===== src/rtl/xfire_fpu_bkm_ctrl.sv =====
// ---------------------------------------------------------------------------
// xfire_fpu_bkm_ctrl
//
// Purpose: sequencing controller for a BKM (exp/log) iterative datapath.
//   A request accepted in IDLE produces one LOAD cycle, then exactly N_ITER
//   ITER cycles with the shift index n = 0 .. N_ITER-1, then one DONE cycle.
//   The operation can be cancelled by abort and frozen by enable.
//
// Parameters:
//   N_ITER  iterations per operation (2 .. 2**IDX_W)
//   IDX_W   width of the iteration index
//
// Ports:
//   clk          in   clock, rising edge
//   srst         in   synchronous active-high reset, overrides every other input
//   enable       in   clock enable; low freezes state, index and captured mode
//   start        in   operation request, honoured only in IDLE
//   mode         in   0 = E-mode (exp), 1 = L-mode (log); captured on acceptance
//   abort        in   cancels an operation in LOAD or ITER
//   ready        out  high in IDLE
//   busy         out  high in LOAD or ITER
//   done         out  one-cycle pulse, result valid in the datapath
//   dp_load      out  operand-load strobe
//   dp_iter_en   out  iteration strobe
//   dp_iter_idx  out  current iteration index (shift amount)
//   dp_mode      out  captured mode, stable from LOAD through DONE
//   op_cnt       out  (XFIRE_BKM_CTRL_STATS_EN only) saturating count of
//                     completed operations
//
// Configuration macro: XFIRE_BKM_CTRL_STATS_EN adds the op_cnt counter/port.
//
// Strobe timing: every output is a flop or a decode of the state flop.
// A strobe is raised in the cycle after the edge that enters its state, and
// only if enable was high at that edge. A state that is frozen by enable=0
// therefore presents its strobe exactly once; the datapath acts on each
// strobe cycle without needing to look at enable itself.
// ---------------------------------------------------------------------------
module xfire_fpu_bkm_ctrl #(
  parameter int N_ITER = 32,
  parameter int IDX_W  = 5
) (
  input  logic             clk,
  input  logic             srst,
  input  logic             enable,
  input  logic             start,
  input  logic             mode,
  input  logic             abort,
  output logic             ready,
  output logic             busy,
  output logic             done,
  output logic             dp_load,
  output logic             dp_iter_en,
  output logic [IDX_W-1:0] dp_iter_idx,
  output logic             dp_mode
`ifdef XFIRE_BKM_CTRL_STATS_EN
  ,
  output logic [15:0]      op_cnt
`endif
);

  typedef enum logic [1:0] {
    ST_IDLE = 2'd0,
    ST_LOAD = 2'd1,
    ST_ITER = 2'd2,
    ST_DONE = 2'd3
  } state_t;

  localparam logic [IDX_W-1:0] LP_IDX_LAST = IDX_W'(N_ITER - 1);
  localparam logic [IDX_W-1:0] LP_IDX_ZERO = {IDX_W{1'b0}};

  state_t           r_state;
  state_t           w_state_nxt;
  logic [IDX_W-1:0] r_idx;
  logic [IDX_W-1:0] w_idx_nxt;
  logic             r_mode;
  logic             w_mode_nxt;
  logic             r_load;
  logic             r_iter_en;
  logic             r_done;
  logic             w_load_nxt;
  logic             w_iter_en_nxt;
  logic             w_done_nxt;

  // Next-state, next-index and captured-mode logic; enable=0 holds everything.
  always_comb begin
    w_state_nxt = r_state;
    w_idx_nxt   = r_idx;
    w_mode_nxt  = r_mode;
    if (enable) begin
      case (r_state)
        ST_IDLE: begin
          // abort in IDLE only blocks a simultaneous start
          if (start && !abort) begin
            w_state_nxt = ST_LOAD;
            w_mode_nxt  = mode;
            w_idx_nxt   = LP_IDX_ZERO;
          end else begin
            w_idx_nxt   = LP_IDX_ZERO;
          end
        end
        ST_LOAD: begin
          if (abort) begin
            w_state_nxt = ST_IDLE;
          end else begin
            w_state_nxt = ST_ITER;
          end
          w_idx_nxt = LP_IDX_ZERO;
        end
        ST_ITER: begin
          if (abort) begin
            w_state_nxt = ST_IDLE;
            w_idx_nxt   = LP_IDX_ZERO;
          end else if (r_idx == LP_IDX_LAST) begin
            // last iteration: leave ITER instead of wrapping the index
            w_state_nxt = ST_DONE;
            w_idx_nxt   = LP_IDX_ZERO;
          end else begin
            w_idx_nxt   = r_idx + {{(IDX_W-1){1'b0}}, 1'b1};
          end
        end
        ST_DONE: begin
          w_state_nxt = ST_IDLE;
          w_idx_nxt   = LP_IDX_ZERO;
        end
        default: begin
          w_state_nxt = ST_IDLE;
          w_idx_nxt   = LP_IDX_ZERO;
        end
      endcase
    end else begin
      w_state_nxt = r_state;
      w_idx_nxt   = r_idx;
      w_mode_nxt  = r_mode;
    end
  end

  // Strobes for the state being entered; a frozen edge yields no strobe.
  always_comb begin
    w_load_nxt    = 1'b0;
    w_iter_en_nxt = 1'b0;
    w_done_nxt    = 1'b0;
    if (enable) begin
      w_load_nxt    = (w_state_nxt == ST_LOAD);
      w_iter_en_nxt = (w_state_nxt == ST_ITER);
      w_done_nxt    = (w_state_nxt == ST_DONE);
    end else begin
      w_load_nxt    = 1'b0;
      w_iter_en_nxt = 1'b0;
      w_done_nxt    = 1'b0;
    end
  end

  // State, index, mode and strobe registers with synchronous reset.
  always_ff @(posedge clk) begin
    if (srst) begin
      r_state   <= ST_IDLE;
      r_idx     <= LP_IDX_ZERO;
      r_mode    <= 1'b0;
      r_load    <= 1'b0;
      r_iter_en <= 1'b0;
      r_done    <= 1'b0;
    end else begin
      r_state   <= w_state_nxt;
      r_idx     <= w_idx_nxt;
      r_mode    <= w_mode_nxt;
      r_load    <= w_load_nxt;
      r_iter_en <= w_iter_en_nxt;
      r_done    <= w_done_nxt;
    end
  end

  assign ready       = (r_state == ST_IDLE);
  assign busy        = (r_state == ST_LOAD) || (r_state == ST_ITER);
  assign done        = r_done;
  assign dp_load     = r_load;
  assign dp_iter_en  = r_iter_en;
  assign dp_iter_idx = r_idx;
  assign dp_mode     = r_mode;

`ifdef XFIRE_BKM_CTRL_STATS_EN
  logic [15:0] r_op_cnt;

  // Completed-operation counter; aborted operations never reach DONE.
  always_ff @(posedge clk) begin
    if (srst) begin
      r_op_cnt <= 16'h0000;
    end else if (w_done_nxt && (r_op_cnt != 16'hFFFF)) begin
      r_op_cnt <= r_op_cnt + 16'h0001;
    end else begin
      r_op_cnt <= r_op_cnt;
    end
  end

  assign op_cnt = r_op_cnt;
`endif

endmodule

===== config.mk =====
export PLATFORM = sky130hd
export DESIGN_NAME = xfire_fpu_bkm_ctrl
export DESIGN_NICKNAME = d
export VERILOG_FILES = /design/src/rtl/xfire_fpu_bkm_ctrl.sv
export SDC_FILE = /design/constraint.sdc
export NUM_CORES = 1
export LEC_CHECK = 0
export CAP_MARGIN = 10
export CORE_AREA = 2 2 39 41
export DETAILED_ROUTE_END_ITERATION = 6
export DIE_AREA = 0 0 41 43
export GPL_TIMING_DRIVEN = 0
export HOLD_SLACK_MARGIN = 0.02
export PLACE_DENSITY = 0.79
export SKIP_CTS_REPAIR_TIMING = 1
export SYNTH_ARGS = -nofsm -noshare
export SYNTH_HDL_FRONTEND = slang
export SYNTH_SLANG_ARGS = --single-unit

===== constraint.sdc =====
create_clock -name clk -period 2.2 [get_ports clk]
set_clock_uncertainty 0.05 [all_clocks]
set_input_delay 0.66 -clock clk [delete_from_list [all_inputs] [get_ports clk]]
set_output_delay 0.66 -clock clk [all_outputs]
set_load 0.03 [all_outputs]

==> results.toml <==
[global_routing]
grtUsageTotal_pct = 13.87
grt_pass1_vias = 420
overflow = 0
grt_max_degree = 11
grt_pass1_wl_um = 1690
antenna_found_initial = 0

[worst_setup_path]
start_kind = "register"
cpLargestDelayFamily = "buffers and inverters"
path_cells = "clkdlybuf4s50_1"
path_max_fanout = 4
crit_arrival_ns = 1.34
end_kind = "output pin"
cp.required_ns = 1.49
cp_slowest_stage_delay_ns = 0.69
crit_type = "register to output pin"
cp_num_buf_inv = 1
crit_slowest_cell = "clkdlybuf4s50_1"

[floorplan]
ios = 17
dieArea_um2 = 1763
die_w_um = 41
chipHeight_um = 43
rows = 14
start_util_pct = 39.06
design.core.area_um2 = 1384

[pwr]
power.net_switching_mw = 0.09823
p_int_mw = 0.3028
powerDensity_nw_per_um2 = 533.3
p_seq_share_pct = 51.5
pwr-share-clk_pct = 32.9
p_leak_nw = 0.3128
swShare_pct = 24.49
peakVddDrop_mv = 0.3442
comb_power_share_pct = 15.6

[final_layout]
final_cell_area_um2 = 752.0
layoutNonFillerInstCount = 93
nNetsFinal = 89
multiInputGateArea_um2 = 304.0
register_area_um2 = 220.2
fill_cells = 138
drive_gt1_share_pct = 11.69
area_growth_pct = 39.12
antenna_cells = 0

[yosys]
syn_inst = 57
yosys.area.top_type = "dfxtp_1"
synth.top_cell.area_share_pct = 40.74
synth.cell_area_um2 = 540.5
synth_common_cells = "dfxtp_1, nor2_1, ha_1"
synth_cell_types = 25
synth-main-ff-cell = "dfxtp_1"
synth-seq-cells = 11
synth_edf_count = 0
syn_nets = 68
synthTopCellsByArea = "dfxtp_1, ha_1, nor2_1"
postSynth.asyncResetShare_pct = 0
yosysWarnings = 0
synth_most_common_cell = "dfxtp_1"
avgSynthCellArea_um2 = 9.483
synth_seq_area_share_pct = 40.74

[cts]
h-tree-depth = 1
cts_tree = "yes"
root_buffer = "clkbuf_4"
cts_made_buffers = 3
cts.sink_count = 11
insertion_delay_ns = 0.26
clk_pin_slew_ns = 0.07
clockBufferDepth = 2

[route]
drt-initial-drc-count = 6
wl_per_cell_um = 10.70
wl_met2_um = 428
detail_route.first_pass.iterations = 3
drc_errors = 0
num_vias = 445
top_layer = "met4"
met1_length_um = 499
ant_nets = 0
drt_wl_total_um = 995
viasPerCell = 4.785
wl_met3_um = 57

[status]
outcome = "finished clean"

[worst_hold_path]
hp-class = "register to register"

[sta]
fin_crit_ns = 2.054
finalSetupViolCount = 0
fin_crit_sh_pct = 93.37
relSlewSlack_pct = 77.74
tightest_slew_ns = 0.3339
fmax_ghz = 0.4868
rsz0062_at_grt = "no"
slew_viol_final = 0
hold_viol = 0

[placement]
hpwl_um = 774.7
place_inst = 89
port_buffers = 16
gp_congestion = 0.7148
dpl_cell_area_um2 = 720.7

[flow_run]
cap_viol_max_count = 0
==> cells in the final DEF (no fill, tap or decap), drive strengths merged, types with 3 or more instances in the layout <==
master / instances
ha: 5
nor2: 8
inv: 3
clkdlybuf4s50: 14
clkbuf: 4
dfxtp: 11
nor3b: 3
nand3: 3
nor3: 3
==> flip-flops by register name, indices dropped and copies added (netlist names) <==
register and count:
dp_iter_idx 5, r_state 2, done 1, dp_iter_en 1, dp_load 1, dp_mode 1
==> power by group through the flow <==
stage	sequential, mW	clock, mW	combinational (mW)
after floorplan	0.216	0	0.0330
after global placement	0.211	0	0.0623
after detailed placement	0.211	0	0.0631
after CTS	0.207	0.138	0.0636
after global routing	0.207	0.151	0.0690
final	0.207	0.132	0.0624
==> final cells by class <==
type	instances	share of cell area [%]
multi-input cells	42	40.43
inverters	3	1.498
clock buffers	4	3.494
well taps	16	2.662
plain buffers	1	0.6656
flip-flops and latches	11	29.28
repair buffers	16	21.96
==> final timing paths <==
kind	from	endpoint	slack, ns	cells past startpoint
worst max-delay path	dp_iter_idx[0]	dp_iter_idx[0]	0.15	1
worst min-delay path	dp_iter_idx[4]	dp_iter_idx[4]	0.44	2
worst max register to register	dp_iter_idx[0]	dp_iter_en	0.34	6
worst min register to register	dp_iter_idx[4]	dp_iter_idx[4]	0.44	2
==> cells by family after synthesis <==
| kind of cell | share of synthesized area [%] |
|---|---|
| compound gates | 6.945 |
| xor+xnor | 4.862 |
| fa+ha+maj | 11.57 |
| buf+inv | 3.008 |
| flops | 40.74 |
| mux | 3.704 |
| simple gates | 29.17 |
==> per-stage QoR <==
stage / hold slack, ns / setup WS [ns] / total power, mW / TNS, ns / utilization (%)
after floorplan: 0.5106 / 0.2100 / 0.2489 / 0 / -
after global placement: 0.4238 / -0.07369 / 0.2732 / -0.1466 / 52.08
after detailed placement: 0.4366 / -0.07384 / 0.2743 / -0.1338 / 52.08
after CTS: 0.4464 / -0.2166 / 0.4081 / -0.4323 / 53.98
after global routing: 0.4788 / 0.08497 / 0.4269 / 0 / 54.34
final: 0.4379 / 0.1459 / 0.4011 / 0 / 54.34
==> routing by layer <==
metal,track usage (%),up-vias
li1,-,236
met4,8.000,0
met3,3.141,2
met1,19.80,198
met2,18.44,9
met5,0,-
Power figures use the tool's default switching activity.
